===== src/rtl/uart_tx_arbiter.sv =====
// Round-robin arbiter that hands one byte at a time from NUM_REQ requesters
// to a single UART transmitter, tracking the transmitter's busy handshake.
module uart_tx_arbiter #(
  parameter int unsigned NUM_REQ      = 4,
  parameter int unsigned BUSY_TIMEOUT = 7
) (
  input  logic                   clk,
  input  logic                   rst_n,
  input  logic [NUM_REQ-1:0]     req,
  input  logic [8*NUM_REQ-1:0]   req_data,
  output logic [NUM_REQ-1:0]     ack,
  output logic                   tx_start,
  output logic [7:0]             tx_data,
  input  logic                   tx_busy,
  output logic [2:0]             grant_id,
  output logic                   frame_done,
  output logic                   err_timeout
);

  localparam int unsigned IDW    = 3;
  localparam int unsigned MAXREQ = 8;
  localparam int unsigned BW     = 8;
  localparam int unsigned DATAW  = MAXREQ * BW;
  localparam int unsigned CNTW   = 4;

  typedef enum logic [1:0] {
    IDLE      = 2'd0,
    WAIT_BUSY = 2'd1,
    WAIT_DONE = 2'd2,
    GAP       = 2'd3
  } state_t;

  state_t            state;
  logic [IDW-1:0]    last;
  logic [CNTW-1:0]   wait_cnt;

  logic [MAXREQ-1:0] req_ext;
  logic [DATAW-1:0]  data_ext;
  logic              win_valid;
  logic [IDW-1:0]    win_idx;
  logic [IDW-1:0]    pos;
  logic [MAXREQ-1:0] win_onehot;

  // Zero-extend to the maximum requester count so indices are always 3 bits.
  assign req_ext    = MAXREQ'(req);
  assign data_ext   = DATAW'(req_data);
  assign win_onehot = MAXREQ'(1) << win_idx;

  // (base + off) mod NUM_REQ for off in 1..NUM_REQ.
  function automatic logic [IDW-1:0] next_pos(input logic [IDW-1:0] base,
                                              input logic [IDW:0]   off);
    logic [IDW:0] sum;
    sum = {1'b0, base} + off;
    if (sum >= (IDW+1)'(NUM_REQ)) begin
      sum = sum - (IDW+1)'(NUM_REQ);
    end
    return sum[IDW-1:0];
  endfunction

  // Scan from farthest to nearest so the nearest requester after last wins.
  always_comb begin
    win_valid = 1'b0;
    win_idx   = '0;
    pos       = '0;
    for (int i = int'(NUM_REQ); i >= 1; i--) begin
      pos = next_pos(last, (IDW+1)'(i));
      if (req_ext[pos]) begin
        win_valid = 1'b1;
        win_idx   = pos;
      end
    end
  end

  always_ff @(posedge clk) begin
    if (!rst_n) begin
      state       <= IDLE;
      ack         <= '0;
      tx_start    <= 1'b0;
      tx_data     <= 8'h00;
      grant_id    <= '0;
      frame_done  <= 1'b0;
      err_timeout <= 1'b0;
      wait_cnt    <= '0;
      last        <= IDW'(NUM_REQ - 1);
    end else begin
      ack         <= '0;
      tx_start    <= 1'b0;
      frame_done  <= 1'b0;
      err_timeout <= 1'b0;
      case (state)
        IDLE: begin
          if (win_valid) begin
            tx_start <= 1'b1;
            ack      <= NUM_REQ'(win_onehot);
            tx_data  <= data_ext[{win_idx, 3'b000} +: BW];
            grant_id <= win_idx;
            last     <= win_idx;
            wait_cnt <= '0;
            state    <= WAIT_BUSY;
          end
        end
        WAIT_BUSY: begin
          if (tx_busy) begin
            state <= WAIT_DONE;
          end else if (wait_cnt == CNTW'(BUSY_TIMEOUT - 1)) begin
            // Transmitter never acknowledged the start pulse; give up on it.
            wait_cnt    <= wait_cnt + CNTW'(1);
            err_timeout <= 1'b1;
            state       <= IDLE;
          end else begin
            wait_cnt <= wait_cnt + CNTW'(1);
          end
        end
        WAIT_DONE: begin
          if (!tx_busy) begin
            frame_done <= 1'b1;
            state      <= GAP;
          end
        end
        GAP: begin
          state <= IDLE;
        end
        default: begin
          state <= IDLE;
        end
      endcase
    end
  end

endmodule


===== config.mk =====
export PLATFORM = sky130hd
export DESIGN_NAME = uart_tx_arbiter
export DESIGN_NICKNAME = d
export VERILOG_FILES = /design/src/rtl/uart_tx_arbiter.sv
export SDC_FILE = /design/constraint.sdc
export NUM_CORES = 1
export LEC_CHECK = 0
export BUFFER_PORTS_ARGS = -buffer_cell sky130_fd_sc_hd__clkbuf_2
export CAP_MARGIN = 5
export CORE_MARGIN = 2
export CORE_UTILIZATION = 52
export CTS_BUF_LIST = sky130_fd_sc_hd__clkbuf_8
export DETAILED_ROUTE_END_ITERATION = 8
export PLACE_DENSITY = 0.8
export SETUP_SLACK_MARGIN = 0.05
export SLEW_MARGIN = 20
export SYNTH_ARGS = -nofsm -noshare
export SYNTH_HDL_FRONTEND = slang
export SYNTH_SLANG_ARGS = --single-unit
export TNS_END_PERCENT = 1

===== constraint.sdc =====
create_clock -name clk -period 3.9 [get_ports clk]
set_clock_uncertainty 0.2 [all_clocks]
set_input_delay 0.39 -clock clk [delete_from_list [all_inputs] [get_ports clk]]
set_output_delay 0.39 -clock clk [all_outputs]
set_load 0.01 [all_outputs]

# After elaboration in Yosys (flattened, before gate mapping)
# Index checks and enable logic that the tools add are counted.
# word_totals
input_bits,39
elab_cells,78
reg_bits,27
out_inout_bits,18
# op_classes
bitwise,2
addsub,9
eq_ne,8
shifts,2
magnitude_cmp,8
mux,31
reduce_logical,9
# ops
cell,count
64-bit by 7-bit indexed part select with 8-bit output,1
3-bit two-way mux,8
4-bit by 3-bit greater-or-equal comparator with 1-bit output (second input constant),4
3-bit by 4-bit less-than comparator with 1-bit output (second input constant),4
1-bit binary-select mux with 3-bit select,4
3-bit subtractor (second input constant),4
1-bit two-way mux,11
3-bit AND reduction,3
3-bit by 2-bit adder with 4-bit output (second input constant),2
2-bit two-way mux,4
4-bit two-way mux,2
2-bit case mux with 4 select lines,1
4-bit case mux with 2 select lines,1
2-bit != test (second input constant),3
2-bit AND reduction,3
3-bit by 1-bit adder with 4-bit output (second input constant),1
3-bit by 3-bit adder with 4-bit output (second input constant),1
4-bit by 1-bit adder with 4-bit output (second input constant),1
2-bit equality test (second input constant),2
4-bit by 3-bit equality test with 1-bit output (second input constant),1
1-bit by 3-bit << shifter with 4-bit output (first input constant),1
3-bit != test (second input constant),1
3-bit OR reduction,1
2-bit by 1-bit equality test with 1-bit output (second input constant),1
other kinds (3),4

# Longest topological paths before layout
# Gate-level depths: netlist of run 1.
# depth
ltp_word,11
mapped_depth,13
ltp_nobuf,9

# Least setup slack after synthesis of run 1
# No wires, ideal clock.
# synth_timing
path_kind,reg-to-reg
startpoint,register last[0]
endpoint,register tx_data[7]
n_path_buf,4
t_arrival_ns,2.384
stages_incl_launch_ff,14
required_ns,3.573
path_slack_ns,1.189
synth_period_minus_slack_ns,2.711
setup_ns,0.127
path_cell_list,dfxtp_1 buf_6 inv_1 ha_1 buf_2 mux2_2 nand2_1 nand4bb_1 buf_2 o21ai_2 nand2_2 buf_4 mux2i_1 o211ai_2
# synth_via
elab_chain_len,10
elab_cells_between_ends,34
cone_classes,8 x add/sub; 4 x order compare; 1 x shift; 20 x mux; 1 x reduce/logical
# synth_lines
element,line,text
from (decl),34,logic [IDW-1:0] last;
from (signal assigned),84,last <= IDW'(NUM_REQ - 1);
from (signal assigned),97,last <= win_idx;
3-bit by 3-bit adder with 4-bit output,53,"sum = {1'b0, base} + off;"
4-bit by 3-bit greater-or-equal comparator with 1-bit output or 3-bit subtractor (tied branches),"54, 55",
3-bit two-way mux,54,if (sum >= (IDW+1)'(NUM_REQ)) begin
1-bit binary-select mux with 3-bit select,67,if (req_ext[pos]) begin
1-bit two-way mux (not written as such),67,
3-bit two-way mux or 1-bit two-way mux (tied branches) (4 in a row),67,
64-bit by 7-bit indexed part select with 8-bit output or 2-bit AND reduction (tied branches),n/a,
to (signal assigned),95,"tx_data <= data_ext[{win_idx, 3'b000} +: BW];"
to (decl),13,"output logic [7:0] tx_data,"
# Parallel ways exist; a longest one is shown, timed or not. The select of a mux whose other input is x is not followed.
# A chain may end at the register's enable or synchronous reset.

# Final worst setup path of run 1
# layout_timing
startpoint,register last[1]
endpoint,register tx_data[5]
# Same word-level chain as after synthesis.

==> impl_metrics.py, run 1 <==
metrics = {
    "global_routing": {
        "gr-total-overflow": 0,
        "grt_max_degree": 27,
        "antenna_found_initial": 0,
        "grt_pass1_wl_mm": 6.430,
        "grt_usage_pct": 23.16,
        "grt_pass1_vias": 1472,
    },
    "floorplan": {
        "die_w_um": 60.70,
        "dieArea_mm2": 0.003684,
        "coreArea_mm2": 0.003053,
        "io_pins": 57,
        "initial_core_util_pct": 54.75,
        "die_h_um": 60.70,
        "rows": 20,
    },
    "sta": {
        "setup_ws_ps": 756.0,
        "fin_crit_sh_pct": 80.61,
        "hold_viol_final": 0,
        "max_freq_ghz": 0.3181,
        "setup_viol": 0,
        "tightest_slew_ps": 574.1,
        "drv_slew": 0,
        "relSlewSlack_pct": 61.64,
        "rsz0062_at_grt": "false",
        "post-route-min-period_ps": 3144,
        "finalSetupTns_ps": 0,
    },
    "setup_path": {
        "timing.rr.start": "last[1]$_SDFFE_PN1P_",
        "critPathLaunch": "last[1]$_SDFFE_PN1P_",
        "critPathRequiredTime_ps": 3880,
        "cp.arrival_ps": 3130,
        "critPathMaxFanout": 12,
        "worstSetupEndpointType": "flop",
        "critPathLaunchType": "flop",
        "crit_type": "flop to flop",
    },
    "finish": {
        "final_common_cell": "clkbuf_2",
        "fin_util_pct": 66.11,
        "antenna_cells": 0,
        "drive_gt1_share_pct": 29.10,
        "fillers": 289,
        "layout_common_cells": "clkbuf_2 (56), dfxtp_1 (26), nand2_1 (25)",
        "seq_area_um2": 520.5,
        "final_nets": 288,
        "multiInputGateArea_mm2": 0.001072,
        "final_cells": 288,
        "areaGrowthSynthToFinish_pct": 20.73,
    },
    "logic_synthesis": {
        "netlist.area_leader.share_pct": 31.14,
        "syn_area_mm2": 0.001672,
        "synthTopCellsByArea": "dfxtp_1 (31%), mux2i_1 (7.8%), nand2_1 (5.6%)",
        "syn-mean-instance-area_um2": 8.617,
        "synth_top_area_cell": "dfxtp_1",
        "syn_nets": 237,
        "ys_ff_latch": 26,
        "syn_inst": 194,
        "ys_types": 44,
        "yosys_warnings": 0,
        "ys_seq_area_share_pct": 31.14,
    },
    "clock_network": {
        "clkTransAtPathRegs_ps": 90,
        "postCtsSetupBuffers": 0,
        "cts_root_buf": "clkbuf_8",
        "cts_hold_buf": 0,
        "ctsResizeCount": 0,
        "htree_num_levels": 1,
        "clk_path_buf_depth": 2,
        "cts_tree": "yes",
        "numCtsBuffers": 3,
        "cts.sinks": 26,
        "clk_latency_ps": 270,
    },
    "hold_path": {
        "hold_start": "tx_busy",
        "hold_path_class": "input pin to flop",
    },
    "route": {
        "drt-vias-per-instance": 5.660,
        "totalWireLength_mm": 4.026,
        "wl_per_cell_um": 13.98,
        "ant_nets": 0,
        "vias": 1630,
        "drcViolationCount": 0,
        "firstDrtPassIters": 4,
        "drt_iter0_markers": 153,
    },
    "job": {
        "maxCapViolations": 0,
    },
    "power": {
        "power_density_mw_per_mm2": 786.3,
        "peakVddDrop_v": 0.0004070,
        "power.static_leakage_nw": 0.8683,
    },
    "placement": {
        "place_congestion": 0.8565,
        "post-dp-hpwl_mm": 3.097,
        "io_buffer_count": 56,
        "dp_cells": 284,
        "dpl_worst_slack_ps": 807.1,
    },
    "status": {
        "status": "complete, no violations",
    },
}
## registers in the layout, summed over array words and instances (netlist names), named ones only
name	flops
last	2
state	1
err_timeout	1
frame_done	1
ack	4
wait_cnt	4
grant_id	3
tx_data	8
tx_start	1
## final timing paths
kind              slack [ps]                        to  cells past startpoint
setup / recovery         760   tx_data[5]$_SDFFE_PN0P_                      9
hold / removal           170     frame_done$_SDFF_PN0_                      2
setup reg to reg         760   tx_data[5]$_SDFFE_PN0P_                      9
hold reg to reg          270  grant_id[1]$_SDFFE_PN0P_                      2
## routing by layer
layer / global-route usage (%) / share of wire [%] / up-vias
li1: - / - / 828
met1: 30.83 / 46 / 738
met2: 37.48 / 47 / 58
met3: 4.691 / 5.6 / 6
met4: 8.075 / 1.8 / 0
met5: 0 / 0 / -
## metrics by stage
step | total power [mW] | hold slack (ps) | instance area, um2
after global routing | 1.706 | 188.5 | 2018
after floorplan | 1.181 | 265.8 | 1672
after global placement | 1.355 | 256.1 | 1947
after detailed placement | 1.366 | 259.9 | 1947
after CTS | 1.589 | 165.2 | 2018
final | 1.587 | 171.4 | 2018
## report_power, final
| group | internal [mW] | total, mW | switching (mW) |
|---|---|---|---|
| Clock | 0.137 | 0.221 | 0.0840 |
| Combinational | 0.393 | 0.979 | 0.586 |
| Sequential | 0.341 | 0.387 | 0.0457 |
| Total | 0.872 | 1.59 | 0.715 |
## cell usage after synthesis (all sizes together)
cell type and count:
nand2 27, and3 3, nand3b 1, mux2 3, nand2b 4, o211a 1
mux2i 13, o21ai 15, o211ai 11, xnor2 1, clkbuf 4, a21boi 4
o2111ai 1, nor2 11, a311oi 1, inv 3, and2 5, nor4b 1
ha 4, nor2b 3, nand3 1, a211oi 9, nand4b 1, nand4bb 1
xor2 1, o21a 2, nor3 2, o311a 1, nor3b 9, a21oi 5
mux4 1, buf 7, o31ai 1, a41oi 1, a311o 8, or3 2
dfxtp 26
## cells by family after synthesis
logic type,Yosys count,share of synthesized area (%)
compound gates,60,26.65
flops,26,31.14
fa+ha+maj,4,2.994
simple gates,71,22.30
buf+inv,14,4.715
mux,17,11.15
xor+xnor,2,1.048
## worst max-delay path, cell delays in order, from the launching register on
cell	delay, ps
dfxtp_1	460
inv_1	120
ha_1	450
mux2_2	370
nand2_1	130
nand4bb_1	300
o21ai_2	320
nand2_2	250
mux2i_1	210
a211oi_1	250
## cell type report
class	count	area share, %
tap	44	2.728
inverter	3	0.5580
sequential	26	25.79
clock inverter	1	1.488
clock buffer	3	2.046
multi-input combinational	154	53.13
timing repair buffer	57	14.26
No activity file was read; power rests on OpenSTA's default activity.
==> inputs of run 2 (changes only) <==
--- a/config.mk
+++ b/config.mk
@@ -8,10 +8,10 @@
 export BUFFER_PORTS_ARGS = -buffer_cell sky130_fd_sc_hd__clkbuf_2
 export CAP_MARGIN = 5
 export CORE_MARGIN = 2
-export CORE_UTILIZATION = 52
+export CORE_UTILIZATION = 47
 export CTS_BUF_LIST = sky130_fd_sc_hd__clkbuf_8
 export DETAILED_ROUTE_END_ITERATION = 8
-export PLACE_DENSITY = 0.8
+export PLACE_DENSITY = 0.76
 export SETUP_SLACK_MARGIN = 0.05
 export SLEW_MARGIN = 20
 export SYNTH_ARGS = -nofsm -noshare
==> constraint.sdc (replaced) <==
create_clock -name clk -period 2.65 [get_ports clk]
set_clock_uncertainty 0.2 [all_clocks]
set_input_delay 0.265 -clock clk [delete_from_list [all_inputs] [get_ports clk]]
set_output_delay 0.265 -clock clk [all_outputs]
set_load 0.01 [all_outputs]
==> run 2 against run 1 <==
Worst setup slack got worse by 650 ps. Design area is 8.4% higher. Largest cell class unchanged. Non-clock buffer count increased by 13. Final cell count up 5.6%. Routed wire length up 5.7%. Clock power increased by 16%. Highest routed layer unchanged.
==> impl_metrics.py, run 2 (same netlist as run 1, synthesis figures left out) <==
metrics = {
    "floorplan": {
        "die_h_um": 63.64,
        "coreArea_mm2": 0.003363,
        "initial_core_util_pct": 49.70,
        "rows": 21,
        "dieArea_mm2": 0.004049,
        "die_w_um": 63.64,
        "io_pins": 57,
    },
    "setup_path": {
        "critPathLaunchType": "flop",
        "critPathTopFamily": "compound AO/OA/AOI/OAI gates",
        "critPathRequiredTime_ps": 2650,
        "slowest_delay_ps": 350,
        "crit_type": "flop to flop",
        "worstSetupEndpointType": "flop",
        "critPathSlowestCell": "mux4_2",
        "cp.arrival_ps": 2540,
        "r2r_setup_slack_ps": 110,
        "path_cells": "inv_1 -> ha_4 -> buf_4 -> mux4_2 -> a21oi_2 -> o21ai_1 -> a41oi_2 -> nand2_2 -> a311o_1 -> o211ai_1",
        "critPathMaxFanout": 5,
        "crit_buf_inv": 2,
    },
    "power": {
        "sw_frac_of_total_pct": 44.88,
        "p_clk_share_pct": 9.8,
        "power.static_leakage_nw": 0.9345,
        "combPwrFrac_pct": 68.8,
        "pwr-share-seq_pct": 21.4,
        "power_density_mw_per_mm2": 1201,
        "switchingPower_mw": 1.179,
        "p_int_mw": 1.448,
        "peakVddDrop_v": 0.0005222,
    },
    "sta": {
        "relSlewSlack_pct": 66.77,
        "tightest_slew_ps": 497.4,
        "hold_viol_final": 0,
        "hold_ws_ps": 51.00,
        "rsz0062_at_grt": "true",
        "finalSetupTns_ps": 0,
        "post-route-min-period_ps": 2544,
        "setup_ws_ps": 106.2,
        "setup_viol": 0,
        "drv_slew": 0,
        "fin_crit_sh_pct": 95.99,
        "max_freq_ghz": 0.3931,
    },
    "global_routing": {
        "grt_pass1_vias": 1592,
        "busiest_layer": "met2",
        "antenna_found_initial": 0,
        "gr-total-overflow": 0,
        "grt_max_degree": 27,
        "use_met2_pct": 36.58,
        "grt.met1_usage_pct": 27.94,
        "use_met3_pct": 5.000,
        "grt_usage_pct": 21.94,
        "grt_pass1_wl_mm": 7.031,
    },
    "clock_network": {
        "htree_num_levels": 1,
        "numCtsBuffers": 3,
        "clk_path_buf_depth": 2,
        "cts.sinks": 26,
        "cts_root_buf": "clkbuf_8",
        "clkTransAtPathRegs_ps": 90,
        "clk_latency_ps": 270,
        "cts_tree": "yes",
    },
    "placement": {
        "dp_cells": 298,
        "dpl_worst_slack_ps": -28.12,
        "post-dp-hpwl_mm": 3.258,
        "place_congestion": 0.9246,
        "io_buffer_count": 56,
    },
    "finish": {
        "largest_register_ffs": 8,
        "fin_util_pct": 65.03,
        "largestRegisters": "tx_data x8, ack x4, wait_cnt x4",
        "final_nets": 302,
        "fillers": 317,
        "areaGrowthSynthToFinish_pct": 30.84,
        "layout_common_cells": "clkbuf_2 (56), dfxtp_1 (25), nand2_1 (23)",
        "final_cells": 304,
        "final_common_cell": "clkbuf_2",
        "top_register": "tx_data",
        "antenna_cells": 0,
        "drive_gt1_share_pct": 37.98,
    },
    "route": {
        "drcViolationCount": 0,
        "wl_per_cell_um": 14.00,
        "ant_nets": 0,
        "totalWireLength_mm": 4.256,
        "drt-vias-per-instance": 5.678,
        "vias": 1726,
        "firstDrtPassIters": 4,
        "drt_iter0_markers": 63,
    },
    "status": {
        "status": "complete, no violations",
    },
    "hold_path": {
        "hold_path_class": "input pin to flop",
    },
    "job": {
        "maxCapViolations": 0,
    },
}
## run 2: cell count changes in the layout (fill, tap and decap cells not counted), sizes merged
| cell | previous run | this run |
|---|---|---|
| buf | 1 | 14 |
| nand2 | 27 | 28 |
| clkbuf | 59 | 60 |
| bufinv | 1 | 0 |
## run 2: layout make-up
cell class,instances,area [um2],area share [%]
multi-input cells,155,1152,52.69
clock buffers,4,55.05,2.517
well taps,46,57.56,2.632
flip-flops and latches,26,521.8,23.86
repair buffers,70,389.1,17.79
inverters,3,11.26,0.5149
## run 2: what timing repair did
action,in CTS,in global routing
endpoints found under the setup margin,8,16
pin swaps,2,3
hold endpoints to repair,0,0
hold buffers,0,0
setup buffers,1,0
resized for setup,4,13
gates cloned,1,0
## run 2: power groups by stage
stage / logic, mW / registers (mW) / clock network (mW)
2_1_floorplan: 1.19 / 0.607 / 0
4_1_cts: 1.72 / 0.558 / 0.258
5_1_grt: 1.98 / 0.575 / 0.275
3_3_place_gp: 1.64 / 0.566 / 0
6_report: 1.81 / 0.562 / 0.257
3_5_place_dp: 1.65 / 0.565 / 0
## run 2: per-layer routing
| metal | vias to the layer above | wire length [um] | part of all wire, % |
|---|---|---|---|
| met5 | - | 0 | 0 |
| met4 | 0 | 51 | 1.2 |
| met3 | 6 | 269 | 6.3 |
| met2 | 72 | 2030 | 48 |
| met1 | 787 | 1905 | 45 |
| li1 | 861 | - | - |
## run 2: path summary, 6_finish.rpt
| path | cells after the start | startpoint | end |
|---|---|---|---|
| worst max register to register | 10 | last[1]$_SDFFE_PN1P_ | tx_data[1]$_SDFFE_PN0P_ |
| worst max-delay path | 10 | last[1]$_SDFFE_PN1P_ | tx_data[1]$_SDFFE_PN0P_ |
| worst min-delay path | 2 | tx_busy | frame_done$_SDFF_PN0_ |
| worst min register to register | 2 | grant_id[1]$_SDFFE_PN0P_ | grant_id[1]$_SDFFE_PN0P_ |
## run 2: per-stage QoR
step	total power [mW]	area (um2)
2_1_floorplan	1.800	1693
3_3_place_gp	2.206	2052
3_5_place_dp	2.216	2052
4_1_cts	2.534	2140
5_1_grt	2.830	2187
6_report	2.628	2187
